`config.mk`:
```
export PLATFORM = sky130hd
export DESIGN_NAME = muldiv_unit_flat
export DESIGN_NICKNAME = d
export VERILOG_FILES = /design/src/rtl/muldiv_pkg.sv /design/src/rtl/muldiv_if.sv /design/src/rtl/muldiv_iter_core.sv /design/src/rtl/muldiv_unit.sv /design/src/flat_wrapper.sv
export SDC_FILE = /design/constraint.sdc
export NUM_CORES = 1
export LEC_CHECK = 0
export ABC_CLOCK_PERIOD_IN_PS = 7300
export BUFFER_PORTS_ARGS = -buffer_cell sky130_fd_sc_hd__buf_2
export CAP_MARGIN = 20
export CORE_ASPECT_RATIO = 0.5
export CORE_MARGIN = 2
export CORE_UTILIZATION = 32
export DETAILED_ROUTE_END_ITERATION = 8
export GPL_TIMING_DRIVEN = 0
export PLACE_DENSITY = 0.57
export SLEW_MARGIN = 20
export SYNTH_ARGS = -nofsm -noshare
export SYNTH_HDL_FRONTEND = slang
export SYNTH_SLANG_ARGS = --single-unit
```
`constraint.sdc`:
```
create_clock -name clk -period 7.3 [get_ports clk]
set_input_delay 1.46 -clock clk [delete_from_list [all_inputs] [get_ports clk]]
set_output_delay 1.46 -clock clk [all_outputs]
set_load 0.03 [all_outputs]
```
`src/rtl/muldiv_pkg.sv`:
```
// Shared types for the HI/LO multiply/divide unit.
// Operation encodings follow the EX-stage decode; iteration count equals operand width.
package muldiv_pkg;

  localparam int MULDIV_WIDTH = 32;
  localparam int MULDIV_ITERS = MULDIV_WIDTH;

  typedef enum logic [2:0] {
    OP_NONE  = 3'd0,
    OP_MULT  = 3'd1,
    OP_MULTU = 3'd2,
    OP_DIV   = 3'd3,
    OP_DIVU  = 3'd4,
    OP_MTHI  = 3'd5,
    OP_MTLO  = 3'd6
  } muldiv_op_t;

  typedef enum logic [1:0] {
    IDLE = 2'd0,
    RUN  = 2'd1,
    FIX  = 2'd2
  } muldiv_state_t;

endpackage

```
`src/rtl/muldiv_if.sv`:
```
// EX-stage <-> muldiv_unit signal bundle; master is the pipeline, slave is the unit.
// No handshake of its own: the unit answers back-pressure through stall.
interface muldiv_if import muldiv_pkg::*; #(
  parameter int WIDTH = MULDIV_WIDTH
) ();

  logic             op_valid;
  muldiv_op_t       op;
  logic [WIDTH-1:0] rsData;
  logic [WIDTH-1:0] rtData;
  logic             flush;
  logic             mf_req;
  logic             mf_sel;
  logic [WIDTH-1:0] mf_data;
  logic             busy;
  logic             stall;
  logic [WIDTH-1:0] hi;
  logic [WIDTH-1:0] lo;

  modport master (
    output op_valid, op, rsData, rtData, flush, mf_req, mf_sel,
    input  mf_data, busy, stall, hi, lo
  );

  modport slave (
    input  op_valid, op, rsData, rtData, flush, mf_req, mf_sel,
    output mf_data, busy, stall, hi, lo
  );

endinterface

```
`src/rtl/muldiv_iter_core.sv`:
```
// Radix-2 shift/add multiply and restoring divide on unsigned magnitudes, one bit per step.
// Latency: WIDTH step cycles after start; no back-pressure, the owner sequences start/step.
module muldiv_iter_core import muldiv_pkg::*; #(
  parameter int WIDTH = MULDIV_WIDTH
) (
  input  logic               clk,
  input  logic               rst,
  input  logic               start,
  input  logic               step,
  input  logic               is_div,
  input  logic [WIDTH-1:0]   opa,
  input  logic [WIDTH-1:0]   opb,
  output logic [2*WIDTH-1:0] product,
  output logic [WIDTH-1:0]   quotient,
  output logic [WIDTH-1:0]   remainder,
  output logic               last_iter
);

  localparam int CW = $clog2(MULDIV_ITERS);

  // upper = accumulator / partial remainder, lower = multiplier / quotient
  logic [WIDTH-1:0] upper;
  logic [WIDTH-1:0] lower;
  logic [WIDTH-1:0] operand;
  logic [CW-1:0]    count;
  logic             div_mode;

  logic [WIDTH:0]   add_sum;
  logic [WIDTH:0]   shifted;
  logic [WIDTH+1:0] trial;

  always_comb begin
    add_sum = {1'b0, upper} + (lower[0] ? {1'b0, operand} : '0);
    shifted = {upper, lower[WIDTH-1]};
    trial   = {1'b0, shifted} - {2'b00, operand};
  end

  always_ff @(posedge clk) begin
    if (rst) begin
      upper    <= '0;
      lower    <= '0;
      operand  <= '0;
      count    <= '0;
      div_mode <= 1'b0;
    end else if (start) begin
      div_mode <= is_div;
      count    <= '0;
      upper    <= '0;
      lower    <= is_div ? opa : opb;
      operand  <= is_div ? opb : opa;
    end else if (step) begin
      count <= count + 1'b1;
      if (div_mode) begin
        // a zero divisor always "fits", yielding all-ones quotient and the dividend as remainder
        if (!trial[WIDTH+1]) begin
          upper <= trial[WIDTH-1:0];
          lower <= {lower[WIDTH-2:0], 1'b1};
        end else begin
          upper <= shifted[WIDTH-1:0];
          lower <= {lower[WIDTH-2:0], 1'b0};
        end
      end else begin
        upper <= add_sum[WIDTH:1];
        lower <= {add_sum[0], lower[WIDTH-1:1]};
      end
    end
  end

  assign product   = {upper, lower};
  assign quotient  = lower;
  assign remainder = upper;
  assign last_iter = (count == CW'(MULDIV_ITERS - 1));

endmodule

```
`src/rtl/muldiv_unit.sv`:
```
// HI/LO multiply/divide unit: FSM, sign handling, HI/LO registers and pipeline stall.
// Latency: 34 edges accept-to-HI/LO; holds EX with stall while busy and a HI/LO user is present.
module muldiv_unit import muldiv_pkg::*; #(
  parameter int WIDTH = MULDIV_WIDTH
) (
  input  logic    clk,
  input  logic    rst,
  muldiv_if.slave bus
);

  muldiv_state_t    state;
  logic [WIDTH-1:0] hi_q;
  logic [WIDTH-1:0] lo_q;
  logic             div_q;
  logic             neg_q;
  logic             neg_r;

  logic             busy;
  logic             accept;
  logic             start;
  logic             signed_op;
  logic             div_op;
  logic             a_neg;
  logic             b_neg;
  logic [WIDTH-1:0] abs_a;
  logic [WIDTH-1:0] abs_b;

  logic [2*WIDTH-1:0] product;
  logic [WIDTH-1:0]   quotient;
  logic [WIDTH-1:0]   remainder;
  logic               last_iter;

  always_comb begin
    busy      = (state != IDLE);
    accept    = bus.op_valid & ~bus.flush & ~busy;
    signed_op = (bus.op == OP_MULT) || (bus.op == OP_DIV);
    div_op    = (bus.op == OP_DIV)  || (bus.op == OP_DIVU);
    start     = accept & ((bus.op == OP_MULT) || (bus.op == OP_MULTU) || div_op);
    a_neg     = signed_op & bus.rsData[WIDTH-1];
    b_neg     = signed_op & bus.rtData[WIDTH-1];
    // -2^(WIDTH-1) stays as its unsigned magnitude
    abs_a     = a_neg ? -bus.rsData : bus.rsData;
    abs_b     = b_neg ? -bus.rtData : bus.rtData;
  end

  muldiv_iter_core #(.WIDTH(WIDTH)) u_core (
    .clk       (clk),
    .rst       (rst),
    .start     (start),
    .step      (state == RUN),
    .is_div    (div_op),
    .opa       (abs_a),
    .opb       (abs_b),
    .product   (product),
    .quotient  (quotient),
    .remainder (remainder),
    .last_iter (last_iter)
  );

  always_ff @(posedge clk) begin
    if (rst) begin
      state <= IDLE;
      hi_q  <= '0;
      lo_q  <= '0;
      div_q <= 1'b0;
      neg_q <= 1'b0;
      neg_r <= 1'b0;
    end else begin
      case (state)
        IDLE: begin
          if (accept) begin
            case (bus.op)
              OP_MTHI: hi_q <= bus.rsData;
              OP_MTLO: lo_q <= bus.rsData;
              OP_MULT, OP_MULTU, OP_DIV, OP_DIVU: begin
                state <= RUN;
                div_q <= div_op;
                neg_q <= a_neg ^ b_neg;
                neg_r <= a_neg;
              end
              default: ;
            endcase
          end
        end
        RUN: if (last_iter) state <= FIX;
        FIX: begin
          state <= IDLE;
          if (div_q) begin
            lo_q <= neg_q ? -quotient  : quotient;
            hi_q <= neg_r ? -remainder : remainder;
          end else begin
            {hi_q, lo_q} <= neg_q ? -product : product;
          end
        end
        default: state <= IDLE;
      endcase
    end
  end

  assign bus.busy    = busy;
  assign bus.stall   = ~bus.flush & busy & ((bus.op_valid & (bus.op != OP_NONE)) | bus.mf_req);
  assign bus.mf_data = bus.mf_sel ? hi_q : lo_q;
  assign bus.hi      = hi_q;
  assign bus.lo      = lo_q;

endmodule

```
`src/flat_wrapper.sv`:
```
// flat-port wrapper written by rule: the top's interface ports become plain ports
module muldiv_unit_flat import muldiv_pkg::*;
#(
  parameter int WIDTH = MULDIV_WIDTH
)
  (clk, rst, bus_op_valid, bus_op, bus_rsData, bus_rtData, bus_flush, bus_mf_req, bus_mf_sel, bus_mf_data, bus_busy, bus_stall, bus_hi, bus_lo);
  muldiv_if #(.WIDTH(WIDTH)) bus_i ();
  input  logic clk;
  input  logic rst;
  input wire logic [$bits(bus_i.op_valid)-1:0] bus_op_valid;
  input wire logic [$bits(bus_i.op)-1:0] bus_op;
  input wire logic [$bits(bus_i.rsData)-1:0] bus_rsData;
  input wire logic [$bits(bus_i.rtData)-1:0] bus_rtData;
  input wire logic [$bits(bus_i.flush)-1:0] bus_flush;
  input wire logic [$bits(bus_i.mf_req)-1:0] bus_mf_req;
  input wire logic [$bits(bus_i.mf_sel)-1:0] bus_mf_sel;
  output wire logic [$bits(bus_i.mf_data)-1:0] bus_mf_data;
  output wire logic [$bits(bus_i.busy)-1:0] bus_busy;
  output wire logic [$bits(bus_i.stall)-1:0] bus_stall;
  output wire logic [$bits(bus_i.hi)-1:0] bus_hi;
  output wire logic [$bits(bus_i.lo)-1:0] bus_lo;
  assign bus_i.op_valid = bus_op_valid;
  assign bus_i.op = bus_op;
  assign bus_i.rsData = bus_rsData;
  assign bus_i.rtData = bus_rtData;
  assign bus_i.flush = bus_flush;
  assign bus_i.mf_req = bus_mf_req;
  assign bus_i.mf_sel = bus_mf_sel;
  assign bus_mf_data = bus_i.mf_data;
  assign bus_busy = bus_i.busy;
  assign bus_stall = bus_i.stall;
  assign bus_hi = bus_i.hi;
  assign bus_lo = bus_i.lo;
  muldiv_unit #(.WIDTH(WIDTH)) u_core (.clk(clk), .rst(rst), .bus(bus_i));
endmodule
```
==> summary.md <==
| Metric | Value |
|---|---|
| Max frequency | `0.198 GHz` |
| Synth area leader | `dfxtp_1` |
| Critical hold path startpoint | `u_core.u_core.operand[16]` |
| Cells after synthesis | `approximately 2000` |
| CTS Buf Count | `17` |
| Final Hold Viols | `0` |
| Die Y | `between 150 and 200 um` |
| Via-to-Cell Ratio | `5.95` |
| First-pass GRT wire length | `just under 100000 um` |
| Final min period | `a little over 5 ns` |
| # rows | `56` |
| Initial Util | `0.322` |
| Hold_ws | `~0.46 ns` |
| Synth area leaders | `dfxtp_1 (23%), nor2_1 (6.8%), mux2i_1 (6.4%)` |
| Slew @ Worst Pin | `roughly 1.2 ns` |
| Net count after synthesis | `around 2100` |
| Clock Path Buffers | `2` |
| Post-synth EDFFs | `0` |
| Post-DP HPWL | `~53000 um` |
| Vias in the first global route | `15092` |
| Max H-tree Level | `4` |
| Core footprint | `between 40000 and 50000 um^2` |
| #FFs+latches synth | `~170` |
| Post-CTS Setup Inserts | `0` |
| Die Wd | `~310 um` |
| Synth Warn # | `0` |
| Max Cap Viol | `0` |
| Worst Path Required | `7.66 ns` |
| Mapped Avg Cell Area | `~7.5 um^2` |
| CTS Hold Bufs | `0` |
| Drt pass-1 iters | `6` |
| All-layer global routing usage | `0.268` |
| Share of the synthesized area in the top cell type | `0.228` |
| # port buffers | `~170` |
| Gr ovfl total | `0` |
| Slew HR | `0.206` |
| Clk root buf | `clkbuf_16` |
| CP endpoint kind | `flop` |
| # setup viols final | `0` |
| P per Cell Area | `163 nW/um^2` |
| Worst R2R End | `u_core.u_core.remainder[23]` |
| Setup Skew | `approximately 0.014 ns` |
| Tot Pwr | `2.81 mW` |
| Total vias in the final route | `16886` |
| Final nets | `2331` |
| Main synth FF type | `dfxtp_1` |
| Critical path class | `flop to flop` |
| Syn-to-layout area delta | `14.6%` |
| R2R depth | `13` |
| R2R setup slack | `2.26 ns` |
| WL final | `between 60000 and 70000 um` |
| Post-route ant nets | `0` |
| Most instantiated cells after synthesis | `nor2_1 (270), dfxtp_1 (171), a21oi_1 (151), nand2_1 (121)` |
| CTS tree | `yes` |
| Initial antenna violation count | `1` |
| DRT iter0 DRCs | `2198` |
| Critical path origin | `u_core.u_core.quotient[0]` |
| Ports | `~170` |
| P_leak | `slightly above 7 nW` |
| Largest net degree at the start of global routing | `17` |
| Clock sinks | `about 170` |
| Avg WL per Cell | `roughly 24 um` |
| R2R Path Start | `u_core.u_core.quotient[0]` |
| Post-Syn Area | `between 15000 and 20000 um^2` |
| Startpoint types | `flop` |
| CP arrival | `between 5 and 6 ns` |
| Peak supply drop | `128 uV` |
| Final setup TNS | `0 ns` |
| Fin. max-slew vios | `0` |
| Reg clk slew, reported paths | `0.08 ns` |
| Register area share after synthesis | `0.228` |
| Hold crit path type | `flop to flop` |
| Share of cells above drive strength 1 | `0.121` |
| Top-count cell post-synth | `nor2_1` |
| Post-route clock period utilization | `0.691` |
| GP Congestion | `roughly 1.0` |
| RSZ-0062 raised after global routing | `false` |
| Clk_lat worst skew | `0.48 ns` |
| Die area | `between 40000 and 50000 um^2` |
| Ant. Diodes | `0` |
| Synth unique cells | `84` |
| Crit path max fanout | `10` |
| Status | `completed` |
| Post-synth ARST share | `0` |
| PostCTS Resize Cnt | `0` |
| Critical Path End | `u_core.u_core.remainder[23]` |
| Residual DRC | `0` |
==> through the flow <==
stage,cell area (um^2),setup slack (ns),utilization,instances
5_1_grt,17200,2.02,0.369,2836
2_1_floorplan,15000,3.37,-,1999
4_1_cts,17200,2.46,0.369,2836
3_3_place_gp,16600,2.40,0.357,2805
3_5_place_dp,16600,2.38,0.357,2805
6_report,17200,2.26,0.369,2836
==> flip-flops by register name, summed over array words and instances, names as in the netlist <==
| name | cells |
|---|---|
| u_core.bus.hi | 32 |
| u_core.bus.lo | 32 |
| u_core.u_core.operand | 32 |
| u_core.u_core.quotient | 32 |
| u_core.u_core.remainder | 32 |
| u_core.u_core.count | 5 |
| u_core.state | 2 |
| u_core.div_q | 1 |
| u_core.neg_q | 1 |
| u_core.neg_r | 1 |
| u_core.u_core.div_mode | 1 |
==> layout make-up <==
type	count	area, um^2
fillers	4955	29400
multi-input cells	1629	10800
flip-flops and latches	171	3420
repair buffers	168	841
well taps	638	798
plain buffers	140	541
clock buffers	19	443
inverters	59	221
clock inverters	12	108
==> worst max-delay path, cell delays in order, from the launching register on <==
cell and delay [ns]:
dfxtp_1 0.57, clkinv_1 0.42, clkbuf_1 0.36, nor2_1 0.17, ha_1 0.31, a21o_1 0.22, a221o_1 0.38, o41ai_1 0.48
nor3_1 0.23, o21ai_0 0.70, a31oi_1 0.25, o31a_1 0.30, a221oi_1 0.45, nor3_1 0.08
==> where the power goes <==
part           leakage (nW)  total (mW)  internal, mW  switching [mW]
sequential             1.39        1.02         0.968          0.0525
clock                 0.265       0.928         0.454           0.475
combinational          5.49       0.862         0.297           0.565
==> layout by cell type, fill, tap and decap left out, types with 15 or more instances in the layout <==
cell type / n
nor2_1: 270
dfxtp_1: 171
buf_2: 170
a21oi_1: 151
nand2_1: 121
clkbuf_1: 117
o21ai_0: 116
xnor2_1: 106
mux2i_1: 96
a211oi_1: 77
nor3_1: 74
ha_1: 70
xor2_1: 64
inv_1: 58
a21o_1: 46
mux2_2: 32
o31ai_1: 29
nand3_1: 25
a31oi_1: 24
a221oi_1: 24
nor4_1: 20
buf_1: 19
or3_1: 17
nand2b_1: 17
clkbuf_16: 17
and3_1: 16
o22ai_1: 16
nor2b_1: 15
==> cell families after synthesis <==
logic type / Yosys count / synth area share
xor gates and xnor gates: 170 / 0.0992
buffers and inverters: 199 / 0.0508
DFF: 171 / 0.228
muxes: 128 / 0.0881
adders and majority gates: 72 / 0.0610
and+or+nand+nor: 647 / 0.203
AOI/OAI and AO/OA: 612 / 0.270
==> metal layers <==
| metal | wire length [um] | track usage | vias up |
|---|---|---|---|
| li1 | - | - | 7703 |
| met1 | 30100 | 0.383 | 8149 |
| met2 | 28200 | 0.402 | 890 |
| met3 | 6530 | 0.0506 | 144 |
| met4 | 2070 | 0.0863 | 0 |
| met5 | 0 | 0 | - |
==> how the worst min path moves through the flow <==
stage,to,slack (ns),depth (start not counted)
finish,u_core.u_core.operand[16],0.46,2
global route,u_core.u_core.count[4],0.50,2
CTS,u_core.u_core.operand[16],0.47,2
detailed placement,u_core.u_core.operand[16],0.45,2
global placement,u_core.u_core.operand[16],0.44,2
floorplan,u_core.u_core.operand[12],0.43,2
(Power assumes the default switching activity.)
